<file path="config.mk">
export PLATFORM = sky130hd
export DESIGN_NAME = downsampler_4
export DESIGN_NICKNAME = d
export VERILOG_FILES = /design/src/rtl/downsampler_4_pkg.sv /design/src/rtl/downsampler_4_timing_adj_fsm.sv /design/src/rtl/downsampler_4.sv
export SDC_FILE = /design/constraint.sdc
export NUM_CORES = 1
export LEC_CHECK = 0
export ABC_CLOCK_PERIOD_IN_PS = 1400
export CAP_MARGIN = 10
export CORE_MARGIN = 10
export CORE_UTILIZATION = 36
export DETAILED_ROUTE_END_ITERATION = 12
export PLACE_DENSITY = 0.72
export SYNTH_ARGS = -nofsm -noshare
export SYNTH_HDL_FRONTEND = slang
export SYNTH_SLANG_ARGS = --single-unit
</file>
<file path="constraint.sdc">
create_clock -name clk -period 1.4 [get_ports clk]
set_input_delay 0.35 -clock clk [delete_from_list [all_inputs] [get_ports clk]]
set_output_delay 0.35 -clock clk [all_outputs]
set_load 0.05 [all_outputs]
</file>
<file path="src/rtl/downsampler_4_pkg.sv">
// Shared constants for the 4x receive decimator: phase counter geometry,
// timing-adjust FSM encodings and 18-bit saturation limits.
package downsampler_4_pkg;

  localparam int OSR   = 4;
  localparam int CNT_W = 2;

  localparam logic [CNT_W-1:0] SKIP_PHASE = CNT_W'(OSR - 2);
  localparam logic [CNT_W-1:0] LAST_PHASE = CNT_W'(OSR - 1);

  typedef enum logic [1:0] {
    IDLE     = 2'd0,
    ADV_PEND = 2'd1,
    RET_PEND = 2'd2,
    RET_HOLD = 2'd3
  } adj_state_e;

  localparam logic signed [17:0] SAT_MAX_18 = 18'sh1FFFF;
  localparam logic signed [17:0] SAT_MIN_18 = 18'sh20000;

endpackage

</file>
<file path="src/rtl/downsampler_4_timing_adj_fsm.sv">
// Latches one advance/retard request at a time and tells the phase counter
// when to skip ahead (3-sample period) or hold at the last phase (5-sample period).
module downsampler_4_timing_adj_fsm
  import downsampler_4_pkg::*;
(
  input  logic             clk,
  input  logic             reset,
  input  logic             sam_clk_en,
  input  logic             sym_sync,
  input  logic             adv_req,
  input  logic             ret_req,
  input  logic [CNT_W-1:0] count_4,
  output logic             skip,
  output logic             hold,
  output logic             adj_busy
);

  adj_state_e state_q, state_d;

  always_ff @(posedge clk or negedge reset) begin
    if (!reset) state_q <= IDLE;
    else        state_q <= state_d;
  end

  // Decisions use the registered state, so a request landing on the decision
  // point itself only arms the FSM and takes effect one period later.
  always_comb begin
    state_d = state_q;
    skip    = 1'b0;
    hold    = 1'b0;
    if (sym_sync) begin
      state_d = IDLE;
    end else begin
      unique case (state_q)
        IDLE: begin
          if (adv_req && !ret_req)      state_d = ADV_PEND;
          else if (ret_req && !adv_req) state_d = RET_PEND;
        end
        ADV_PEND: begin
          if (sam_clk_en && count_4 == SKIP_PHASE) begin
            skip    = 1'b1;
            state_d = IDLE;
          end
        end
        RET_PEND: begin
          if (sam_clk_en && count_4 == LAST_PHASE) begin
            hold    = 1'b1;
            state_d = RET_HOLD;
          end
        end
        RET_HOLD: begin
          if (sam_clk_en) state_d = IDLE;
        end
        default: state_d = IDLE;
      endcase
    end
  end

  assign adj_busy = (state_q != IDLE);

endmodule

</file>
<file path="src/rtl/downsampler_4.sv">
// Decimates 4x-oversampled matched-filter output to symbol rate with a trackable phase.
// Define DOWNSAMPLER_ACCUM_EN for integrate-and-dump instead of a single-sample pick.
module downsampler_4
  import downsampler_4_pkg::*;
#(
  parameter int WIDTH      = 18,
  parameter int INIT_PHASE = 0
) (
  input  logic                    clk,
  input  logic                    reset,
  input  logic                    sam_clk_en,
  input  logic                    sym_sync,
  input  logic                    adv_req,
  input  logic                    ret_req,
  input  logic signed [WIDTH-1:0] data_in,
  output logic signed [WIDTH-1:0] data_out,
  output logic                    sym_clk_en_out,
  output logic                    adj_busy,
  output logic [CNT_W-1:0]        count_4
);

  logic skip;
  logic hold;
  logic capture;
  logic signed [WIDTH-1:0] cap_val;

  downsampler_4_timing_adj_fsm u_adj (
    .clk        (clk),
    .reset      (reset),
    .sam_clk_en (sam_clk_en),
    .sym_sync   (sym_sync),
    .adv_req    (adv_req),
    .ret_req    (ret_req),
    .count_4    (count_4),
    .skip       (skip),
    .hold       (hold),
    .adj_busy   (adj_busy)
  );

  assign capture = sam_clk_en && !sym_sync && (count_4 == '0);

  // Hold keeps the phase at its last value for one extra sample; the natural
  // wrap on the following sample then closes the 5-sample period.
  always_ff @(posedge clk or negedge reset) begin
    if (!reset) begin
      count_4 <= CNT_W'(INIT_PHASE);
    end else if (sym_sync) begin
      count_4 <= '0;
    end else if (sam_clk_en) begin
      if (skip)      count_4 <= '0;
      else if (hold) count_4 <= count_4;
      else           count_4 <= count_4 + 1'b1;
    end
  end

`ifdef DOWNSAMPLER_ACCUM_EN
  localparam int AW = WIDTH + 3;
  localparam logic signed [AW-1:0] SAT_HI = {4'b0000, {(WIDTH-1){1'b1}}};
  localparam logic signed [AW-1:0] SAT_LO = {4'b1111, {(WIDTH-1){1'b0}}};

  logic signed [AW-1:0] acc;
  logic signed [AW-1:0] acc_shr;
  logic signed [AW-1:0] din_ext;

  assign din_ext = {{3{data_in[WIDTH-1]}}, data_in};
  assign acc_shr = acc >>> 2;

  always_ff @(posedge clk or negedge reset) begin
    if (!reset) begin
      acc <= '0;
    end else if (sym_sync) begin
      acc <= '0;
    end else if (sam_clk_en) begin
      acc <= (count_4 == '0) ? din_ext : acc + din_ext;
    end
  end

  // Fixed /4 scaling regardless of period length, so 5-sample periods can overrange.
  always_comb begin
    cap_val = acc_shr[WIDTH-1:0];
    if (acc_shr > SAT_HI)      cap_val = SAT_HI[WIDTH-1:0];
    else if (acc_shr < SAT_LO) cap_val = SAT_LO[WIDTH-1:0];
  end
`else
  assign cap_val = data_in;
`endif

  always_ff @(posedge clk or negedge reset) begin
    if (!reset) begin
      data_out       <= '0;
      sym_clk_en_out <= 1'b0;
    end else begin
      sym_clk_en_out <= capture;
      if (capture) data_out <= cap_val;
    end
  end

endmodule

</file>
### After elaboration in Yosys (flattened, before gate mapping)

Cells that the tools add are included.

* register bits: 23
* input port bits: 24

* add/sub/neg operators: 1
* equality and inequality tests: 10
* reduce and logical (&&, ||, !) cells: 15
* multiplexer cells: 17

Operator list (number)
* $mux 2: 10
* $eq 2x2->1 const B: 4
* $pmux 2 s4: 1
* $logic_and 1x1->1: 6
* $mux 1: 6
* $ne 3x2->1 const B: 2
* $ne 3x3->1 const B: 2
* $logic_not 2->1: 2
* $ne 4x2->1 const B: 1
* $reduce_and 4->1: 1
* $reduce_bool 2->1: 2
* $logic_not 1->1: 3
* $add 2x1->2 const B: 1
* $eq 2x1->1 const B: 1
* $reduce_and 2->1: 1

### Logic depth before layout (Yosys ltp)

Gate-level depths: netlist of run 1.

* depth after elaboration: 9
* gate-level depth with buffers: 5
* gate-level depth less buffers: 5

### Modules after synthesis

From an unflattened synthesis of run 1, not the netlist that was laid out.

* cells, all modules: 81
* area, all modules: 1052.3 um^2

By module, submodules not included
* downsampler_4: times used 1, sequential area each 525.5 um^2, area an instance 868.3 um^2, cells an instance 55
* downsampler_4_timing_adj_fsm: times used 1, sequential area each 50.0 um^2, area an instance 183.9 um^2, cells an instance 26

### Worst setup path after synthesis of run 1

OpenSTA, ideal clock, no wires.

* path type: register -> register
* start: register count_4[0]
* end: register data_out[10]
* slack: -0.324 ns
* required time: 1.275 ns
* data arrival time: 1.598 ns
* stages on the path, launching flop included: 6
* buffers on the path: 1
* setup time: 0.125 ns
* period minus slack after synthesis: 1.724 ns
* cell sequence: dfrtp_1 > inv_1 > ha_1 > nand2_4 > buf_6 > mux2_4

* cells in the longest elaborated chain, start to end: 2

Ends and longest elaborated chain
* start: declaration: line downsampler_4.sv:19 `output logic [CNT_W-1:0] count_4`
* start signal: assignment: line downsampler_4.sv:46 `count_4 <= CNT_W'(INIT_PHASE);`
* start signal: assignment: line downsampler_4.sv:51 `else if (hold) count_4 <= count_4;`
* start signal: assignment: line downsampler_4.sv:52 `else count_4 <= count_4 + 1'b1;`
* $logic_not 2->1: line downsampler_4.sv:40 `assign capture = sam_clk_en && !sym_sync && (count_4 == '0);`
* $logic_and 1x1->1: line downsampler_4.sv:40
* end signal: assignment: line downsampler_4.sv:94 `if (capture) data_out <= cap_val;`
* end: declaration: line downsampler_4.sv:16 `output logic signed [WIDTH-1:0] data_out,`

Every way passes these cells.
A chain may end at the register's enable or synchronous reset.

### Worst setup path in the final report of run 1

* start: register u_adj.state_q[1]
* end: output adj_busy

* cells in the longest elaborated chain, start to end: 1

Ends and longest elaborated chain
* start: declaration: line downsampler_4_timing_adj_fsm.sv:18 `adj_state_e state_q, state_d;`
* start signal: assignment: line downsampler_4_timing_adj_fsm.sv:22 `else state_q <= state_d;`
* $reduce_bool 2->1: line downsampler_4_timing_adj_fsm.sv:59 `assign adj_busy = (state_q != IDLE);`
* end: declaration: line downsampler_4.sv:18 `output logic adj_busy,`

Every way passes these cells.

==> metrics, run 1 <==
core area=2734 sq um; Ports=46; TritonCTS clock tree=built; total CTS buffers=3; minimum clock period=1.443 ns; reg2reg setup slack=0.06 ns; CP max stage delay=0.42 ns; total wire length=2589 um; most frequent cells in the layout=clkdlybuf4s50_1 (23), buf_12 (21), dfrtp_1 (20); Slowest-stage cell, CP=dfrtp_2; part of the cycle the worst path needs=1.031; synthesized area per cell=15.22 sq um; Seq cells post-synth=23; synthesized area=1020 sq um; Pre-Repair DR Iteration Count=2; remaining antenna violation count=0; crit path kind=flop to primary output; die area=5361 sq um; startpoint types=flop; CTS Hold Bufs=0; initial antenna violation count=0; kind of cell adding the most delay to the critical path=flip-flops; fraction of layout cells with a size suffix above 1=0.5083; Main synth FF type=dfrtp_1; PwrDens=1468 nW/um^2; gp weighted congestion=0.8574; routed len/inst=17.15 um; final-layout fill cell count=213; vias in the first global route=861; ant diodes=0; total of warnings raised by yosys=0; RSZ-0062 raised after global routing=yes; Slew headroom=0.7981; commonest non-fill, non-tap cell in the layout=clkdlybuf4s50_1; fraction of registers with async set/reset=1.000; Die Ht=73.22 um; dominant cell type by area after synthesis=dfrtp_1; worst setup margin=-0.04282 ns; transition time at the pin with the least slew margin=0.3029 ns; Initial Util=0.3730; fin nets=149; clock latency on the worst-skew pair=0.30 ns; largest cells by area after synthesis=dfrtp_1 (56%), mux2_4 (13%), mux2_2 (11%); maximum VDD drop=1090 uV; CTS H-Tree Depth=1; sum of negative setup slack=-0.04282 ns; non-filler instance count after layout=151; Seq/Total Area, Yosys=0.5644; HP Class=input port to async pin; CP arrival=1.09 ns; clock sink count=23; EDFF count, synth=0; final hold viol count=0; row count=19; First DRT Iteration DRCs=23; Worst-path clk slew=0.12 ns; Root Driver=clkbuf_4; status=finished with violations; Max Buffers Root-to-Sink=2; CP Buf/Inv Count=1; CP Capture Type=primary output; Finish-stage setup viols=1; launching point of the worst reg2reg path=count_4[0]; P_leak=0.8352 nW; worst path cell trace=or2_4, buf_8; P&R area growth vs syn=78.16%; placed cells=145; overall track demand over capacity in global routing=0.09706; R2R Path End=count_4[0]; Port Buffers=45; clk_skew=0.007372 ns; f_max=693.1 MHz; Data required, critical path=1.05 ns; cells after synthesis=67; failing checks=setup timing; Yosys cell types=20; Vias/cell=4.755; # DRC=0; Net Count, Synth=95; DP HPWL=2096 um; gr ovfl total=0; reg2reg path depth=5; DIE WIDTH=73.22 um; largest net degree at the start of global routing=24; first-pass GRT wire length=4126 um; Max-Cap Viols=0; Pins Over Slew Limit=0; Max FO, Critical Path=2; Synth top area share=0.5644; via count=718
[area by class of cell]
| type | count | area [sq um] | area share |
|---|---|---|---|
| tap | 31 | 38.79 | 0.02135 |
| inverter | 4 | 15.01 | 0.008264 |
| sequential | 23 | 579.3 | 0.3189 |
| timing repair buffer | 50 | 703.2 | 0.3871 |
| multi-input combinational | 39 | 454.2 | 0.2500 |
| clock buffer | 4 | 26.28 | 0.01446 |
[flip-flops by register name (all words and copies together) (netlist names)]
| register | count |
|---|---|
| sym_clk_en_out | 1 |
| count_4 | 2 |
| data_out | 18 |
| u_adj.state_q | 2 |
[cells by family (layout without fill, tap and decap cells)]
family                   Yosys count  count (layout)  share of synthesized area
AO/OA/AOI/OAI                      6               6                    0.04418
adder cells (fa/ha/maj)            4               4                    0.04908
buffers and inverters              5              58                    0.02576
flip-flops                        23              23                     0.5644
multiplexers                      19              19                     0.2429
AND/OR/NAND/NOR                   10              10                    0.07362
[timing repair]
action,4_1_cts,5_1_grt
endpoints found under the setup margin,1,3
cloned,0,0
setup buffers,2,0
resized for setup,4,3
pin swaps,0,1
[stage by stage]
stage / hold slack, ns / setup WS (ns) / total power, mW / utilization / cell area [sq um]
3_3_place_gp: 0.5565 / -0.2681 / 2.353 / 0.6407 / 1752
3_5_place_dp: 0.5633 / -0.3114 / 2.378 / 0.6407 / 1752
6_report: 0.3797 / -0.04282 / 2.666 / 0.6645 / 1817
5_1_grt: 0.4004 / -0.1005 / 2.782 / 0.6645 / 1817
2_1_floorplan: 0.05441 / -0.05799 / 1.599 / - / 1047
4_1_cts: 0.3758 / -0.06435 / 2.703 / 0.6600 / 1804
[synth_stat cells (2+ instances only)]
cell type / count
dfrtp_1: 23
mux2_2: 10
mux2_4: 9
ha_1: 4
inv_1: 4
a21oi_1: 2
nand3b_1: 2
[how the worst max path moves through the flow]
stage | cells after the start | from | end | slack (ns)
6_report | 2 | u_adj.state_q[1] | adj_busy | -0.04
3_3_place_gp | 6 | ret_req | u_adj.state_q[0] | -0.27
5_1_grt | 2 | u_adj.state_q[0] | adj_busy | -0.10
2_1_floorplan | 5 | count_4[0] | data_out[10] | -0.06
3_5_place_dp | 6 | ret_req | u_adj.state_q[0] | -0.31
4_1_cts | 2 | u_adj.state_q[0] | adj_busy | -0.06
[routing by layer]
metal  up-vias  part of all wire  global-route usage
met1       351              0.40              0.1111
li1        342                 -                   -
met4         0            0.0054             0.04430
met2        23              0.52              0.1557
met3         2             0.072             0.03673
met5         -                 0                   0
[power by group]
part | leakage [nW] | internal (mW) | switching (mW)
logic | 0.547 | 0.746 | 0.668
clock network | 0.0150 | 0.111 | 0.184
registers | 0.273 | 0.801 | 0.156
No activity file was read; power rests on OpenSTA's default activity.
==> run 2, diff against run 1 <==
--- a/config.mk
+++ b/config.mk
@@ -8,9 +8,10 @@
 export ABC_CLOCK_PERIOD_IN_PS = 1400
 export CAP_MARGIN = 10
 export CORE_MARGIN = 10
-export CORE_UTILIZATION = 36
+export CORE_UTILIZATION = 37
 export DETAILED_ROUTE_END_ITERATION = 12
-export PLACE_DENSITY = 0.72
+export PLACE_DENSITY = 0.73
 export SYNTH_ARGS = -nofsm -noshare
 export SYNTH_HDL_FRONTEND = slang
+export SYNTH_HIERARCHICAL = 1
 export SYNTH_SLANG_ARGS = --single-unit
==> run 2 against run 1 <==
The flow still finishes with violations (setup timing). Final cell count is 18% higher. Die area is 0.30% higher. First-iteration DRC count is 91% higher. Utilization is 6.3 points higher. Routed wire length is 27% higher. Global-route usage is 1.6 points higher. Maximum frequency is 3.2% lower. Area after synthesis is 3.2% higher. Cell area is 9.5% higher. Worst hold slack better by 0.012 ns.
==> metrics, run 2 <==
startpoint types=flop (unchanged); synthesized-area fraction occupied by xor and xnor cells=0 (unchanged); first-pass GRT wire length=4767 um (was 4126 um); fin nets=173 (was 149); final hold viol count=0 (unchanged); EDFF count, synth=0 (unchanged); Sw Share=0.3738 (was 0.3781); Yosys cell types=22 (was 20); clock latency on the worst-skew pair=0.30 ns (about the same); Ports=46 (unchanged); CP Capture Type=primary output (unchanged); synthesized area=1052 sq um (was 1020 sq um); maximum VDD drop=1128 uV (was 1090 uV); reg2reg setup slack=-0.07 ns (was 0.06 ns); Die Ht=73.33 um (was 73.22 um); Finish-stage setup viols=21 (was 1); Initial Util=0.3849 (was 0.3730); biggest regs=data_out (18), count_4 (2), u_adj/state_q (2) (was data_out (18), count_4 (2), u_adj.state_q (2)); Area after DPL=1777 sq um (was 1752 sq um); Comb power frac=0.530 (about the same); PnR Total Power=2.618 mW (was 2.666 mW); failing checks=setup timing (unchanged); Synth Area in Adders=0.01189 (was 0.04908); internal power=1.639 mW (was 1.658 mW); P_leak=0.9171 nW (was 0.8352 nW); part of the cycle the worst path needs=1.064 (was 1.031); RSZ-0062 raised after global routing=yes (unchanged); Root Driver=clkbuf_4 (unchanged); top-count cell post-synth=dfrtp_1 (unchanged); Seq cells post-synth=23 (unchanged); routed len/inst=18.49 um (was 17.15 um); R2R Path End=data_out[15] (was count_4[0]); Seq/Total Area, Yosys=0.5470 (was 0.5644); largest net degree at the start of global routing=24 (unchanged); Synth top area share=0.5470 (was 0.5644); die area=5377 sq um (was 5361 sq um); Psw=0.9785 mW (was 1.008 mW); Worst-path clk slew=0.12 ns (about the same); TritonCTS clock tree=built (unchanged); minimum clock period=1.490 ns (was 1.443 ns); Max FO, Critical Path=2 (unchanged); DIE WIDTH=73.33 um (was 73.22 um); gr ovfl total=0 (unchanged); fraction of layout cells with a size suffix above 1=0.5102 (was 0.5083); initial antenna violation count=0 (unchanged); HP Class=input port to async pin (unchanged); f_max=671.2 MHz (was 693.1 MHz); most frequent cells in the layout=clkdlybuf4s50_1 (22), buf_12 (22), dfrtp_1 (19) (was clkdlybuf4s50_1 (23), buf_12 (21), dfrtp_1 (20)); Data required, critical path=1.05 ns (about the same); non-filler instance count after layout=178 (was 151); crit path kind=flop to primary output (unchanged); final-layout fill cell count=183 (was 213); Clock Power Share=0.114 (was 0.111); gp weighted congestion=0.8300 (was 0.8574); P&R area growth vs syn=89.06% (was 78.16%); remaining antenna violation count=0 (unchanged); placed cells=161 (was 145); First DRT Iteration DRCs=44 (was 23); total of warnings raised by yosys=6 (was 0); vias in the first global route=951 (was 861); post-synthesis compound-gate area fraction=0.05113 (was 0.04417); CP arrival=1.14 ns (was 1.09 ns); Slew headroom=0.8042 (was 0.7981); multiplexer share of the synthesized area=0.2247 (was 0.2429); Max-Cap Viols=0 (unchanged); PwrDens=1316 nW/um^2 (was 1468 nW/um^2); Pins Over Slew Limit=0 (unchanged); row count=19 (unchanged); worst setup margin=-0.08990 ns (was -0.04282 ns); CTS Hold Bufs=0 (unchanged); Simple-Gate Fraction of Synth Area=0.09988 (was 0.07362); dominant cell type by area after synthesis=dfrtp_1 (unchanged); DP HPWL=2298 um (was 2096 um); Max Buffers Root-to-Sink=2 (unchanged); main combinational cell family by area after synthesis=multiplexers (unchanged); launching point of the worst reg2reg path=count_4[0] (unchanged); cells after synthesis=81 (was 67); Vias/cell=5.129 (was 4.755); largest cells by area after synthesis=dfrtp_1 (55%), mux2_4 (13%), mux2_2 (9.6%) (was dfrtp_1 (56%), mux2_4 (13%), mux2_2 (11%)); ant diodes=0 (unchanged); Main synth FF type=dfrtp_1 (unchanged); share of total power in sequential cells=0.356 (was 0.359); fraction of registers with async set/reset=1.000 (unchanged); max FFs per register=18 (unchanged); total wire length=3291 um (was 2589 um); reg2reg path depth=6 (was 5); Final Hold Slack=0.3920 ns (was 0.3797 ns); clk_skew=0.004698 ns (was 0.007372 ns); core area=2734 sq um (unchanged); design area=1989 sq um (was 1817 sq um); Pre-Repair DR Iteration Count=4 (was 2); via count=913 (was 718); # DRC=0 (unchanged); transition time at the pin with the least slew margin=0.2937 ns (was 0.3029 ns); total CTS buffers=3 (unchanged); overall track demand over capacity in global routing=0.1131 (was 0.09706); clock sink count=23 (unchanged); Net Count, Synth=106 (was 95); top cell types by occurrence after synthesis=dfrtp_1 (23), mux2_2 (9), mux2_4 (9), inv_1 (7) (was dfrtp_1 (23), mux2_2 (10), mux2_4 (9), ha_1 (4), inv_1 (4)); CTS H-Tree Depth=1 (unchanged); synthesized area per cell=12.99 sq um (was 15.22 sq um); Port Buffers=45 (unchanged); status=finished with violations (unchanged); most flop-heavy register=data_out (unchanged)
## run 2: kinds of logic after synthesis
kind of cell,count (synthesis)
and+or+nand+nor,19
DFF,23
AOI/OAI and AO/OA,10
muxes,18
buffers and inverters,10
adders and majority gates,1
## run 2: power groups by stage
stage                     Clock [mW]  Combinational (mW)  Sequential [mW]
after global routing           0.338                1.44            0.947
after floorplan                    0               0.232             1.30
after global placement             0                1.29            0.940
after detailed placement           0                1.31            0.950
final                          0.299                1.39            0.931
after CTS                      0.308                1.34            0.931
## run 2: repair_timing
action	4_1_cts	5_1_grt
endpoints found under the setup margin	5	23
gates resized for setup	12	4
buffers inserted	2	8
hold endpoints to repair	0	0
cloned	0	3
pin swaps	1	3
## run 2: worst max-delay path, cell delays in order, from the launching register on
cell and delay [ns]:
dfrtp_2 0.44, or2_4 0.25, buf_6 0.15
## run 2: worst max path at each step
stage | startpoint | end | cells after the start
after floorplan | count_4[0] | data_out[0] | 6
after global placement | sam_clk_en | count_4[1] | 6
after detailed placement | sam_clk_en | count_4[0] | 6
after CTS | u_adj/state_q[1] | adj_busy | 2
after global routing | u_adj/state_q[1] | adj_busy | 2
final | u_adj/state_q[0] | adj_busy | 2
## run 2: per-layer routing
layer,track usage,up-vias,wire length [um]
met5,0,-,0
met4,0.04555,0,44
met3,0.04845,6,301
met2,0.1958,43,1679
met1,0.1173,448,1267
li1,-,416,-
## run 2: layout make-up
| type | count | area [sq um] | share of cell area |
|---|---|---|---|
| Multi-Input combinational cell | 48 | 440.4 | 0.2214 |
| Tap cell | 31 | 38.79 | 0.01950 |
| Sequential cell | 23 | 580.6 | 0.2918 |
| Timing Repair Buffer | 65 | 877.1 | 0.4409 |
| Clock buffer | 4 | 26.28 | 0.01321 |
| Inverter | 7 | 26.28 | 0.01321 |
## run 2: through the flow
step / setup TNS, ns / setup slack [ns] / utilization
after floorplan: -1.642 / -0.1422 / -
after global placement: -5.399 / -0.2929 / 0.6499
after detailed placement: -6.498 / -0.4571 / 0.6499
after CTS: -0.09568 / -0.09568 / 0.6755
after global routing: -1.921 / -0.1408 / 0.7277
final: -0.8580 / -0.08990 / 0.7277
==> run 3, diff against run 2 <==
--- a/config.mk
+++ b/config.mk
@@ -10,7 +10,7 @@
 export CORE_MARGIN = 10
 export CORE_UTILIZATION = 37
 export DETAILED_ROUTE_END_ITERATION = 12
-export PLACE_DENSITY = 0.73
+export PLACE_DENSITY = 0.75
 export SYNTH_ARGS = -nofsm -noshare
 export SYNTH_HDL_FRONTEND = slang
 export SYNTH_HIERARCHICAL = 1
==> constraint.sdc (replaced) <==
create_clock -name clk -period 1.4 [get_ports clk]
set_input_delay 0.35 -clock clk [delete_from_list [all_inputs] [get_ports clk]]
set_output_delay 0.35 -clock clk [all_outputs]
set_load 0.02 [all_outputs]
==> run 3 against run 2 <==
Routed wire length fell by 15%. Utilization decreased by 13 points. Non-clock buffer count down 6. Maximum frequency rose by 2.7%. Flip-flop and latch count did not move. The flow still finishes with violations (setup timing). Cell area is 18% lower. Sequential power down 7.4%. First-iteration DRC count fell by 27%. Clock-buffer cell count stayed put. Largest power group is now registers. Global-route usage shrank 1.2 points.
==> metrics, run 3 (same netlist as run 2, synthesis figures left out) <==
maximum VDD drop=757.1 uV (was 1128 uV); CP startpoint=u_adj/state_q[0] (unchanged); transition time at the pin with the least slew margin=0.2932 ns (was 0.2937 ns); busiest grt layer=met2 (unchanged); commonest non-fill, non-tap cell in the layout=clkdlybuf4s50_1; CP Buf/Inv Count=1 (unchanged); DIE WIDTH=73.33 um (unchanged); P_leak=0.8012 nW (was 0.9171 nW); PnR Total Power=1.883 mW (was 2.618 mW); Initial Util=0.3849 (unchanged); PwrDens=1151 nW/um^2 (was 1316 nW/um^2); max FFs per register=18 (unchanged); non-filler instance count after layout=172 (was 178); First DRT Iteration DRCs=32 (was 44); total wire length=2813 um (was 3291 um); CTS Hold Bufs=0 (unchanged); Root Driver=clkbuf_4 (unchanged); worst setup margin=-0.05114 ns (was -0.08990 ns); f_max=689.1 MHz (was 671.2 MHz); ant diodes=0 (unchanged); clk_skew=0.0008090 ns (was 0.004698 ns); core area=2734 sq um (unchanged); Slowest-stage cell, CP=dfrtp_1 (was dfrtp_2); failing checks=setup timing (unchanged); row count=19 (unchanged); most frequent cells in the layout=clkdlybuf4s50_1 (22), dfrtp_1 (21), mux2_4 (18) (was clkdlybuf4s50_1 (22), buf_12 (22), dfrtp_1 (19)); fraction of layout cells with a size suffix above 1=0.4397 (was 0.5102); met3 GRT Util=0.02557 (was 0.04845); launching point of the worst reg2reg path=count_4[1] (was count_4[0]); Die Ht=73.33 um (unchanged); status=finished with violations (unchanged); CP max stage delay=0.41 ns (was 0.44 ns); RSZ-0062 raised after global routing=yes (unchanged); HP Class=input port to async pin (unchanged); die area=5377 sq um (unchanged); CTS H-Tree Depth=1 (unchanged); Finish-stage setup viols=2 (was 21); overall track demand over capacity in global routing=0.1009 (was 0.1131); Ports=46 (unchanged); via count=852 (was 913); gp weighted congestion=0.7747 (was 0.8300); remaining antenna violation count=0 (unchanged); startpoint types=flop (unchanged); first-pass GRT wire length=4416 um (was 4767 um); clock latency on the worst-skew pair=0.30 ns (about the same); gr ovfl total=0 (unchanged); Finished Core Util=0.5982 (was 0.7277); Max Buffers Root-to-Sink=2 (unchanged); fin nets=167 (was 173); initial antenna violation count=0 (unchanged); worst path cell trace=or2_4, buf_6 (unchanged); crit path kind=flop to primary output (unchanged); setup slack at placement=-0.4004 ns (was -0.4571 ns); sum of negative setup slack=-0.08899 ns (was -0.8580 ns); Vias/cell=4.953 (was 5.129); Port Buffers=45 (unchanged); placed cells=163 (was 161); most flop-heavy register=data_out (unchanged); # DRC=0 (unchanged); biggest regs=data_out (18), count_4 (2), u_adj/state_q (2) (unchanged); minimum clock period=1.451 ns (was 1.490 ns); Worst-path clk slew=0.12 ns (about the same); Slew headroom=0.8045 (was 0.8042); Pre-Repair DR Iteration Count=4 (unchanged); kind of cell adding the most delay to the critical path=flip-flops (unchanged); routed len/inst=16.35 um (was 18.49 um); grt met2 use=0.1767 (was 0.1958); CP arrival=1.10 ns (was 1.14 ns); total CTS buffers=3 (unchanged); part of the cycle the worst path needs=1.037 (was 1.064); DP HPWL=2065 um (was 2298 um); clock sink count=23 (unchanged); TritonCTS clock tree=built (unchanged); Max FO, Critical Path=2 (unchanged); Max-Cap Viols=0 (unchanged); P&R area growth vs syn=55.41% (was 89.06%); Data required, critical path=1.05 ns (about the same); largest net degree at the start of global routing=24 (unchanged); final hold viol count=0 (unchanged); Pins Over Slew Limit=0 (unchanged); vias in the first global route=930 (was 951); CP Capture Type=primary output (unchanged); final-layout fill cell count=230 (was 183); grt met1 use=0.1138 (was 0.1173)
## run 3: changes by cell type in the layout (fill, tap and decap cells not counted), sizes merged
cell | before | now
buf | 40 | 17
clkdlybuf4s15 | 0 | 6
clkbuf | 6 | 17
## run 3: final timing paths
check	cells after the start	endpoint	slack (ns)
min in group clk	1	data_out[8]	0.52
max in group asynchronous	2	count_4[1]	0.78
hold reg to reg	1	data_out[8]	0.52
setup / recovery	2	adj_busy	-0.05
hold / removal	2	data_out[3]	0.38
setup reg to reg	6	count_4[0]	-0.04
## run 3: what timing repair did
item                                    CTS  global route
endpoints found under the setup margin   33            37
setup buffers                             2             3
pin swaps                                 0             4
endpoints found under the hold margin     0             0
resized for setup                        38            44
## run 3: final cells by class
class / count / area [sq um] / area share
Multi-Input combinational cell: 48 / 469.2 / 0.2869
Tap cell: 31 / 38.79 / 0.02372
Clock buffer: 4 / 26.28 / 0.01607
Timing Repair Buffer: 59 / 496.7 / 0.3037
Inverter: 7 / 26.28 / 0.01607
Sequential cell: 23 / 578.1 / 0.3535
## run 3: per-layer routing
| layer | wire (um) | up-vias | share of wire |
|---|---|---|---|
| met3 | 177 | 2 | 0.063 |
| met4 | 24 | 0 | 0.0085 |
| met2 | 1490 | 28 | 0.53 |
| met1 | 1121 | 420 | 0.40 |
| li1 | - | 402 | - |
| met5 | 0 | - | 0 |
## run 3: through the flow
stage / cell area (sq um) / hold slack (ns)
2_1_floorplan: 1067 / 0.05441
3_3_place_gp: 1594 / 0.4862
3_5_place_dp: 1594 / 0.4921
4_1_cts: 1629 / 0.3801
5_1_grt: 1635 / 0.3754
6_report: 1635 / 0.3766
## run 3: power breakdown
part / switching (mW) / internal (mW) / leakage (nW)
Sequential: 0.0727 / 0.789 / 0.275
Combinational: 0.340 / 0.378 / 0.511
Clock: 0.191 / 0.111 / 0.0150
